--- src/rtl/mbist_mem_cmp_if.sv ---
// Bundle of the MBIST command stream, SRAM pins and compare status for mbist_mem_cmp.
// The slave modport is the comparator's view; master is the driver/observer side.
interface mbist_mem_cmp_if #(
   parameter int AX_WIDTH  = 2,
   parameter int AY_WIDTH  = 2,
   parameter int D_WIDTH   = 2,
   parameter int CNT_WIDTH = 8
);
   logic                         i_en;
   logic                         i_clr;
   logic [1:0]                   i_op_cmd;
   logic [AX_WIDTH-1:0]          i_addr_x;
   logic [AY_WIDTH-1:0]          i_addr_y;
   logic [D_WIDTH-1:0]           i_data;
   logic [D_WIDTH-1:0]           i_mem_q;
   logic [AX_WIDTH+AY_WIDTH-1:0] o_mem_a;
   logic [D_WIDTH-1:0]           o_mem_d;
   logic                         o_mem_we;
   logic                         o_mem_re;
   logic                         o_cmp_valid;
   logic                         o_fail;
   logic [CNT_WIDTH-1:0]         o_fail_cnt;
   logic [AX_WIDTH+AY_WIDTH-1:0] o_fail_addr;
   logic [D_WIDTH-1:0]           o_fail_exp;
   logic [D_WIDTH-1:0]           o_fail_act;
   logic                         o_busy;

   modport slave (
      input  i_en, i_clr, i_op_cmd, i_addr_x, i_addr_y, i_data, i_mem_q,
      output o_mem_a, o_mem_d, o_mem_we, o_mem_re, o_cmp_valid, o_fail,
             o_fail_cnt, o_fail_addr, o_fail_exp, o_fail_act, o_busy
   );

   modport master (
      output i_en, i_clr, i_op_cmd, i_addr_x, i_addr_y, i_data, i_mem_q,
      input  o_mem_a, o_mem_d, o_mem_we, o_mem_re, o_cmp_valid, o_fail,
             o_fail_cnt, o_fail_addr, o_fail_exp, o_fail_act, o_busy
   );
endinterface

--- src/rtl/mbist_mem_cmp.sv ---
// MBIST memory-side stage: registers commands onto SRAM pins, carries expected data
// through a read-latency-matched pipeline and keeps sticky first-fail status.
module mbist_mem_cmp #(
   parameter int AX_WIDTH  = 2,
   parameter int AY_WIDTH  = 2,
   parameter int D_WIDTH   = 2,
   parameter int RD_LAT    = 1,
   parameter int CNT_WIDTH = 8
) (
   input  logic            clk,
   input  logic            rst_n,
   mbist_mem_cmp_if.slave  bus
);
   localparam int A_WIDTH = AX_WIDTH + AY_WIDTH;
   localparam int DEPTH   = RD_LAT + 1;
   localparam logic [1:0] OP_WRITE = 2'd1;
   localparam logic [1:0] OP_READ  = 2'd2;
   localparam logic [CNT_WIDTH-1:0] CNT_MAX = {CNT_WIDTH{1'b1}};

   logic                            is_wr_s, is_rd_s, cmp_en_s, mism_s;
   logic [A_WIDTH-1:0]              in_addr_s;
   logic [A_WIDTH-1:0]              mem_a_q, mem_a_d;
   logic [D_WIDTH-1:0]              mem_d_q, mem_d_d;
   logic                            mem_we_q;
   logic [DEPTH-1:0]                pv_q;
   logic [DEPTH-1:0][A_WIDTH-1:0]   pa_q;
   logic [DEPTH-1:0][D_WIDTH-1:0]   pe_q;
   logic                            cmp_valid_q;
   logic                            fail_q, fail_d;
   logic [CNT_WIDTH-1:0]            cnt_q, cnt_d;
   logic [A_WIDTH-1:0]              fa_q, fa_d;
   logic [D_WIDTH-1:0]              fe_q, fe_d, fq_q, fq_d;

   assign in_addr_s = {bus.i_addr_x, bus.i_addr_y};
   assign is_wr_s   = bus.i_en && (bus.i_op_cmd == OP_WRITE);
   assign is_rd_s   = bus.i_en && (bus.i_op_cmd == OP_READ);
   // The oldest pipeline stage lines up with i_mem_q for its read.
   assign cmp_en_s  = pv_q[DEPTH-1];
   assign mism_s    = cmp_en_s && (bus.i_mem_q != pe_q[DEPTH-1]);

   // Issue stage next-state: address/data pins hold through idle cycles.
   always_comb begin
      mem_a_d = mem_a_q;
      mem_d_d = mem_d_q;
      if (is_wr_s || is_rd_s) begin
         mem_a_d = in_addr_s;
      end else begin
         mem_a_d = mem_a_q;
      end
      if (is_wr_s) begin
         mem_d_d = bus.i_data;
      end else begin
         mem_d_d = mem_d_q;
      end
   end

   // Fail status next-state: a mismatch in the clear cycle overrides the clear.
   always_comb begin
      fail_d = fail_q;
      cnt_d  = cnt_q;
      fa_d   = fa_q;
      fe_d   = fe_q;
      fq_d   = fq_q;
      if (bus.i_clr) begin
         fail_d = 1'b0;
         cnt_d  = {CNT_WIDTH{1'b0}};
         fa_d   = {A_WIDTH{1'b0}};
         fe_d   = {D_WIDTH{1'b0}};
         fq_d   = {D_WIDTH{1'b0}};
      end else begin
         fail_d = fail_q;
      end
      if (mism_s) begin
         fail_d = 1'b1;
         if (bus.i_clr) begin
            cnt_d = {{(CNT_WIDTH-1){1'b0}}, 1'b1};
         end else if (cnt_q != CNT_MAX) begin
            cnt_d = cnt_q + {{(CNT_WIDTH-1){1'b0}}, 1'b1};
         end else begin
            cnt_d = cnt_q;
         end
         if (bus.i_clr || !fail_q) begin
            fa_d = pa_q[DEPTH-1];
            fe_d = pe_q[DEPTH-1];
            fq_d = bus.i_mem_q;
         end else begin
            fa_d = fa_q;
         end
      end else begin
         cnt_d = cnt_d;
      end
   end

   // State registers with synchronous active-low reset; reset also flushes the pipeline.
   always_ff @(posedge clk) begin
      if (!rst_n) begin
         mem_a_q     <= {A_WIDTH{1'b0}};
         mem_d_q     <= {D_WIDTH{1'b0}};
         mem_we_q    <= 1'b0;
         pv_q        <= {DEPTH{1'b0}};
         pa_q        <= '0;
         pe_q        <= '0;
         cmp_valid_q <= 1'b0;
         fail_q      <= 1'b0;
         cnt_q       <= {CNT_WIDTH{1'b0}};
         fa_q        <= {A_WIDTH{1'b0}};
         fe_q        <= {D_WIDTH{1'b0}};
         fq_q        <= {D_WIDTH{1'b0}};
      end else begin
         mem_a_q     <= mem_a_d;
         mem_d_q     <= mem_d_d;
         mem_we_q    <= is_wr_s;
         pv_q        <= {pv_q[DEPTH-2:0], is_rd_s};
         pa_q        <= {pa_q[DEPTH-2:0], in_addr_s};
         pe_q        <= {pe_q[DEPTH-2:0], bus.i_data};
         cmp_valid_q <= cmp_en_s;
         fail_q      <= fail_d;
         cnt_q       <= cnt_d;
         fa_q        <= fa_d;
         fe_q        <= fe_d;
         fq_q        <= fq_d;
      end
   end

   assign bus.o_mem_a     = mem_a_q;
   assign bus.o_mem_d     = mem_d_q;
   assign bus.o_mem_we    = mem_we_q;
   assign bus.o_mem_re    = pv_q[0];
   assign bus.o_cmp_valid = cmp_valid_q;
   assign bus.o_fail      = fail_q;
   assign bus.o_fail_cnt  = cnt_q;
   assign bus.o_fail_addr = fa_q;
   assign bus.o_fail_exp  = fe_q;
   assign bus.o_fail_act  = fq_q;
   assign bus.o_busy      = |pv_q;
endmodule
--- src/flat_wrapper.sv ---
// flat-port wrapper written by rule: the top's interface ports become plain ports
module mbist_mem_cmp_flat 
#(
   parameter int AX_WIDTH  = 2,
   parameter int AY_WIDTH  = 2,
   parameter int D_WIDTH   = 2,
   parameter int RD_LAT    = 1,
   parameter int CNT_WIDTH = 8
)
  (clk, rst_n, bus_i_en, bus_i_clr, bus_i_op_cmd, bus_i_addr_x, bus_i_addr_y, bus_i_data, bus_i_mem_q, bus_o_mem_a, bus_o_mem_d, bus_o_mem_we, bus_o_mem_re, bus_o_cmp_valid, bus_o_fail, bus_o_fail_cnt, bus_o_fail_addr, bus_o_fail_exp, bus_o_fail_act, bus_o_busy);
  mbist_mem_cmp_if #(.AX_WIDTH(AX_WIDTH), .AY_WIDTH(AY_WIDTH), .D_WIDTH(D_WIDTH), .CNT_WIDTH(CNT_WIDTH)) bus_i ();
  input  logic clk;
  input  logic rst_n;
  input wire logic [$bits(bus_i.i_en)-1:0] bus_i_en;
  input wire logic [$bits(bus_i.i_clr)-1:0] bus_i_clr;
  input wire logic [$bits(bus_i.i_op_cmd)-1:0] bus_i_op_cmd;
  input wire logic [$bits(bus_i.i_addr_x)-1:0] bus_i_addr_x;
  input wire logic [$bits(bus_i.i_addr_y)-1:0] bus_i_addr_y;
  input wire logic [$bits(bus_i.i_data)-1:0] bus_i_data;
  input wire logic [$bits(bus_i.i_mem_q)-1:0] bus_i_mem_q;
  output wire logic [$bits(bus_i.o_mem_a)-1:0] bus_o_mem_a;
  output wire logic [$bits(bus_i.o_mem_d)-1:0] bus_o_mem_d;
  output wire logic [$bits(bus_i.o_mem_we)-1:0] bus_o_mem_we;
  output wire logic [$bits(bus_i.o_mem_re)-1:0] bus_o_mem_re;
  output wire logic [$bits(bus_i.o_cmp_valid)-1:0] bus_o_cmp_valid;
  output wire logic [$bits(bus_i.o_fail)-1:0] bus_o_fail;
  output wire logic [$bits(bus_i.o_fail_cnt)-1:0] bus_o_fail_cnt;
  output wire logic [$bits(bus_i.o_fail_addr)-1:0] bus_o_fail_addr;
  output wire logic [$bits(bus_i.o_fail_exp)-1:0] bus_o_fail_exp;
  output wire logic [$bits(bus_i.o_fail_act)-1:0] bus_o_fail_act;
  output wire logic [$bits(bus_i.o_busy)-1:0] bus_o_busy;
  assign bus_i.i_en = bus_i_en;
  assign bus_i.i_clr = bus_i_clr;
  assign bus_i.i_op_cmd = bus_i_op_cmd;
  assign bus_i.i_addr_x = bus_i_addr_x;
  assign bus_i.i_addr_y = bus_i_addr_y;
  assign bus_i.i_data = bus_i_data;
  assign bus_i.i_mem_q = bus_i_mem_q;
  assign bus_o_mem_a = bus_i.o_mem_a;
  assign bus_o_mem_d = bus_i.o_mem_d;
  assign bus_o_mem_we = bus_i.o_mem_we;
  assign bus_o_mem_re = bus_i.o_mem_re;
  assign bus_o_cmp_valid = bus_i.o_cmp_valid;
  assign bus_o_fail = bus_i.o_fail;
  assign bus_o_fail_cnt = bus_i.o_fail_cnt;
  assign bus_o_fail_addr = bus_i.o_fail_addr;
  assign bus_o_fail_exp = bus_i.o_fail_exp;
  assign bus_o_fail_act = bus_i.o_fail_act;
  assign bus_o_busy = bus_i.o_busy;
  mbist_mem_cmp #(.AX_WIDTH(AX_WIDTH), .AY_WIDTH(AY_WIDTH), .D_WIDTH(D_WIDTH), .RD_LAT(RD_LAT), .CNT_WIDTH(CNT_WIDTH)) u_core (.clk(clk), .rst_n(rst_n), .bus(bus_i));
endmodule
--- config.mk ---
export PLATFORM = sky130hd
export DESIGN_NAME = mbist_mem_cmp_flat
export DESIGN_NICKNAME = d
export VERILOG_FILES = /design/src/rtl/mbist_mem_cmp_if.sv /design/src/rtl/mbist_mem_cmp.sv /design/src/flat_wrapper.sv
export SDC_FILE = /design/constraint.sdc
export NUM_CORES = 1
export LEC_CHECK = 0
export ABC_AREA = 1
export ABC_CLOCK_PERIOD_IN_PS = 1400
export BUFFER_PORTS_ARGS = -buffer_cell sky130_fd_sc_hd__buf_2
export CORE_ASPECT_RATIO = 1.5
export CORE_MARGIN = 1
export CORE_UTILIZATION = 42
export CTS_BUF_LIST = sky130_fd_sc_hd__clkbuf_8
export CTS_CLUSTER_SIZE = 24
export DETAILED_ROUTE_END_ITERATION = 6
export HOLD_SLACK_MARGIN = 0.05
export PLACE_DENSITY = 0.66
export SKIP_LAST_GASP = 1
export SLEW_MARGIN = 40
export SYNTH_ARGS = -nofsm -noshare
export SYNTH_HDL_FRONTEND = slang
export SYNTH_SLANG_ARGS = --single-unit
--- constraint.sdc ---
create_clock -name clk -period 1.4 [get_ports clk]
set_input_delay 0.28 -clock clk [delete_from_list [all_inputs] [get_ports clk]]
set_output_delay 0.28 -clock clk [all_outputs]
set_load 0.03 [all_outputs]
Word level (Yosys, flattened, before mapping)
Index checks and enable logic that the tools add are counted.
{"block": "totals", "register_bits": 39, "latchBits": 0, "mem_bits_rw": 0, "rom_bits": 0, "input_bits": 14, "output_inout_bits": 27, "word_cells": 46, "n_memories": 0}
{"block": "classes", "n_addsub": 1, "n_mul": 0, "div": 0, "magnitude_cmp": 0, "n_eq_ne": 5, "n_shift": 0, "n_mux": 15, "bitwise_logic": 0, "n_reduce_logical": 11}
{"cell": "$mux 8", "count": 4}
{"cell": "$mux 2", "count": 6}
{"cell": "$mux 4", "count": 3}
{"cell": "$add 8x1->8 const B", "count": 1}
{"cell": "$ne 8x8->1 const B", "count": 1}
{"cell": "$reduce_and 2->1", "count": 2}
{"cell": "$reduce_bool 2->1", "count": 2}
{"cell": "$logic_and 1x1->1", "count": 3}
{"cell": "$eq 2x1->1 const B", "count": 1}
{"cell": "$eq 2x2->1 const B", "count": 1}
{"cell": "$logic_or 1x1->1", "count": 2}
{"cell": "$mux 1", "count": 2}
{"cell": "$ne 2x2->1", "count": 1}
{"cell": "$ne 2x2->1 const B", "count": 1}
{"cell": "$reduce_or 2->1", "count": 1}
{"cell": "$logic_not 1->1", "count": 1}

Depth between registers and ports, before layout
{"block": "logic_depth", "depth_word": 4, "ltp_mapped": 10, "depth_no_buf": 10}

Least setup slack after synthesis
Ideal clock, no wire load.
{"block": "synth_timing", "path_kind": "register to register", "from": "register u_core.cnt_q[0], in the netlist u_core.bus.o_fail_cnt[0]", "to": "register u_core.cnt_q[7], in the netlist u_core.bus.o_fail_cnt[7]", "setup_time_ps": 133, "arrival_ps": 1416, "required_time_ps": 1267, "setup_slack_ps": -149, "stages_incl_launch_ff": 9, "n_path_buf": 0, "period_less_slack_ps": 1549, "cell_sequence": "dfxtp_1 -> ha_1 -> nand2_1 -> inv_1 -> nand2_1 -> nor3_1 -> nor2_1 -> nand2_1 -> a21oi_2"}
{"block": "synth_via", "elab_chain_cells": 4, "word_cells_on_any_way": 7, "cone_classes": "add/sub: 1; eq/ne: 1; mux: 3; reduce/logical: 2"}
{"item": "start, declared", "line": "mbist_mem_cmp.sv:30", "rtl": "logic [CNT_WIDTH-1:0] cnt_q, cnt_d;"}
{"item": "start signal, assigned", "line": "mbist_mem_cmp.sv:105", "rtl": "cnt_q <= {CNT_WIDTH{1'b0}};"}
{"item": "start signal, assigned", "line": "mbist_mem_cmp.sv:118", "rtl": "cnt_q <= cnt_d;"}
{"item": "$add 8x1->8", "line": "mbist_mem_cmp.sv:78", "rtl": "cnt_d = cnt_q + {{(CNT_WIDTH-1){1'b0}}, 1'b1};"}
{"item": "$mux 8", "line": "mbist_mem_cmp.sv:77", "rtl": "end else if (cnt_q != CNT_MAX) begin"}
{"item": "$mux 8", "line": "mbist_mem_cmp.sv:75", "rtl": "if (bus.i_clr) begin"}
{"item": "$mux 8", "line": "mbist_mem_cmp.sv:73", "rtl": "if (mism_s) begin"}
Several ways; a longest one is shown, not always the timed one. The select of a mux whose other input is x is not followed.
A chain may end at the register's enable or synchronous reset.

Final worst setup path
{"block": "layout_timing", "from": "register u_core.pv_q[1]", "to": "output port bus_o_busy"}
{"block": "layout_via", "elab_chain_cells": 1}
{"item": "start, declared", "line": "mbist_mem_cmp.sv:25", "rtl": "logic [DEPTH-1:0] pv_q;"}
{"item": "start signal, assigned", "line": "mbist_mem_cmp.sv:100", "rtl": "pv_q <= {DEPTH{1'b0}};"}
{"item": "start signal, assigned", "line": "mbist_mem_cmp.sv:113", "rtl": "pv_q <= {pv_q[DEPTH-2:0], is_rd_s};"}
{"item": "$reduce_or 2->1", "line": "mbist_mem_cmp.sv:135", "rtl": "assign bus.o_busy = |pv_q;"}
{"item": "end, declared", "line": "flat_wrapper.sv:31", "rtl": "output wire logic [$bits(bus_i.o_busy)-1:0] bus_o_busy;"}
No other way between the ends.

==> impl_metrics.yaml <==
outcome:
  outcome: "finished clean"
sta:
  layout_min_cycle_time_ps: 1360
  hold_viol: 0
  final.period_utilization: 0.968
  tns_ps: 0
  rsz0062_at_grt: "yes"
  fin_skew_ps: 9.15
  clock.fmax_mhz: 738
  relSlewSlack: 0.832
  finalSetupViolCount: 0
  worst_pin_slew_ps: 252
  finalMaxSlewViolations: 0
pwr:
  ir_drop_uv: 862
  power.leakage_uw: 0.00105
  p_per_area_nw_per_um2: 1110
setup_path:
  worstSetupPathType: "reg -> out"
  rr_worst_depth: 9
  worst-path-stages: 2
  cp.arrival_ps: 1080
  crit_fanout: 3
  cp_cell_sequence: "or2_2, buf_6"
  critPathTopFamily: "flip-flops"
  r2r-end: "u_core.bus.o_fail_cnt[4]"
  critPathBufInv: 1
  start_kind: "register"
  slowest_delay_ps: 350
  required_ps: 1120
  critPathCaptureType: "output pin"
  reg2reg_from: "u_core.bus.o_fail_cnt[1]"
  slowest_stage: "dfxtp_4"
  ff2ff_setup_slack_ps: 100
clocking:
  htree_levels: 2
  cts_tree: "built"
  cts.hold.buffers_added: 0
  root_buffer: "clkbuf_8"
  cts_max_path_buffers: 2
  cts_made_buffers: 5
  clk_pin_slew_ps: 80
  cts_sinks: 39
  clk_latency_ps: 290
route:
  drt_iter0_drc: 25
  antenna_left: 0
  wl_per_cell_um: 10.4
  post-route-drc-count: 0
  drtPass1Iterations: 4
  route.vias.total: 1436
  routed_wl_um: 3190
  vias_per_cell: 4.69
floorplan:
  die_area_sq_um: 4000
  rows: 26
  placeableCoreArea_sq_um: 3480
  ioPinCount: 41
  initial_core_util: 0.451
  die_h_um: 76.9
  fp.dieW_um: 51.9
placed_design:
  placed_area_sq_um: 1860
  io_buffers: 40
  place.gp.congestion: 0.798
  hpwl_um: 2460
synthesis:
  synth-seq-cells: 39
  yosysWarnings: 0
  synth_cell_type_count: 21
  syn_nets: 227
  synthCells: 212
  syn_area_sq_um: 1570
  seq_area_frac_synth: 0.497
  post_synth.cell_area_avg_sq_um: 7.41
cells_and_area:
  finalNetCount: 279
  final_cell_mix: "nand2_1, buf_2, dfxtp_1"
  layout-drive-gt1-share: 0.280
  final_common_cell: "nand2_1"
  antenna_cells: 0
  layout-area-overhead-vs-synth_pct: 26.8
  stdcell_area_sq_um: 1990
worst_hold_path:
  worstHoldStart: "bus_i_data[0]"
  hold_class: "in -> reg"
  hold_depth: 3
  min_to: "u_core.pe_q[0]"
global_routing:
  grt-ovfl-total: 0
  grt_pass1_wl_um: 5510
  grt_pass1_vias: 1345
  grt_max_degree: 26
  antenna_found_initial: 0
  grt_usage: 0.186
run:
  drv_cap: 0
==> layer usage <==
layer | up-vias | global-route usage | share of wire
met1 | 636 | 0.178 | 0.40
met3 | 4 | 0.0556 | 0.054
met5 | - | 0 | 0
met2 | 39 | 0.345 | 0.53
met4 | 0 | 0.0811 | 0.016
li1 | 757 | - | -
==> cell type report <==
class	instances	area, sq um
fill	355	1490
sequential	39	790
multi-input combinational	136	647
timing repair buffer	49	274
inverter	33	124
clock buffer	5	68.8
tap	42	52.6
clock inverter	2	37.5
==> where the power goes <==
part	total, uW	internal [uW]	switching (uW)
registers	1150	1140	12.4
logic	176	59.2	116
clock network	886	520	366
total	2210	1720	495
==> through the flow <==
step	utilization	hold WS [ps]	cells	total power (uW)	worst slack, ps
final	0.573	181	306	2210	44.2
after global routing	0.573	178	306	2320	1.02
after CTS	0.567	171	305	2240	1.91
after detailed placement	0.536	400	298	1350	54.4
after global placement	0.536	388	298	1350	103
after floorplan	-	373	212	1290	4.74
==> tightest hold or removal path, delay by kind of cell <==
family | cells | cell delay, ps
buffers and inverters | 2 | 130
and+or+nand+nor | 1 | 40
==> repair_timing <==
action | 4_1_cts | 5_1_grt
setup buffers | 0 | 1
gates cloned | 0 | 0
endpoints found under the setup margin | 1 | 8
pin swaps | 0 | 1
resized for setup | 2 | 5
==> flip-flops by register name, indices dropped and copies added (netlist names) <==
name	cells
u_core.pv_q	2
u_core.bus.o_fail_act	2
u_core.pe_q	4
u_core.bus.o_mem_we	1
u_core.bus.o_fail_addr	4
u_core.bus.o_cmp_valid	1
u_core.bus.o_mem_d	2
u_core.bus.o_mem_a	4
u_core.bus.o_fail_exp	2
u_core.bus.o_fail_cnt	8
u_core.bus.o_fail	1
u_core.pa_q	8
==> cell families (layout without fill, tap and decap cells) <==
group           after synthesis  in the layout  synth area share
compound gates               26             26            0.0924
xor+xnor                      1              1           0.00557
buf+inv                      37             89            0.0947
simple gates                108            108             0.303
flops                        39             39             0.497
fa+ha+maj                     1              1           0.00796
==> worst max-delay path by stage <==
stage                                   from                        to  slack [ps]
global placement    u_core.bus.o_fail_cnt[0]  u_core.bus.o_fail_cnt[7]         100
floorplan           u_core.bus.o_fail_cnt[1]  u_core.bus.o_fail_cnt[7]           5
detailed placement  u_core.bus.o_fail_cnt[0]  u_core.bus.o_fail_cnt[5]          50
finish                        u_core.pv_q[1]                bus_o_busy          40
global route        u_core.bus.o_fail_cnt[2]         bus_o_fail_cnt[2]           1
CTS                           u_core.pv_q[1]                bus_o_busy           2
==> Yosys cell counts (all sizes together) <==
cell type | n | area [sq um]
xor2 | 1 | 8.76
nand3 | 10 | 55.1
nand4 | 4 | 40.0
nand2 | 66 | 263
clkbuf | 3 | 21.3
inv | 33 | 124
nor3 | 2 | 10.0
dfxtp | 39 | 781
buf | 1 | 3.75
a21oi | 16 | 95.1
nor2 | 25 | 101
ha | 1 | 12.5
or2 | 1 | 6.26
o21ai | 10 | 50.1
Power figures use the tool's default switching activity.
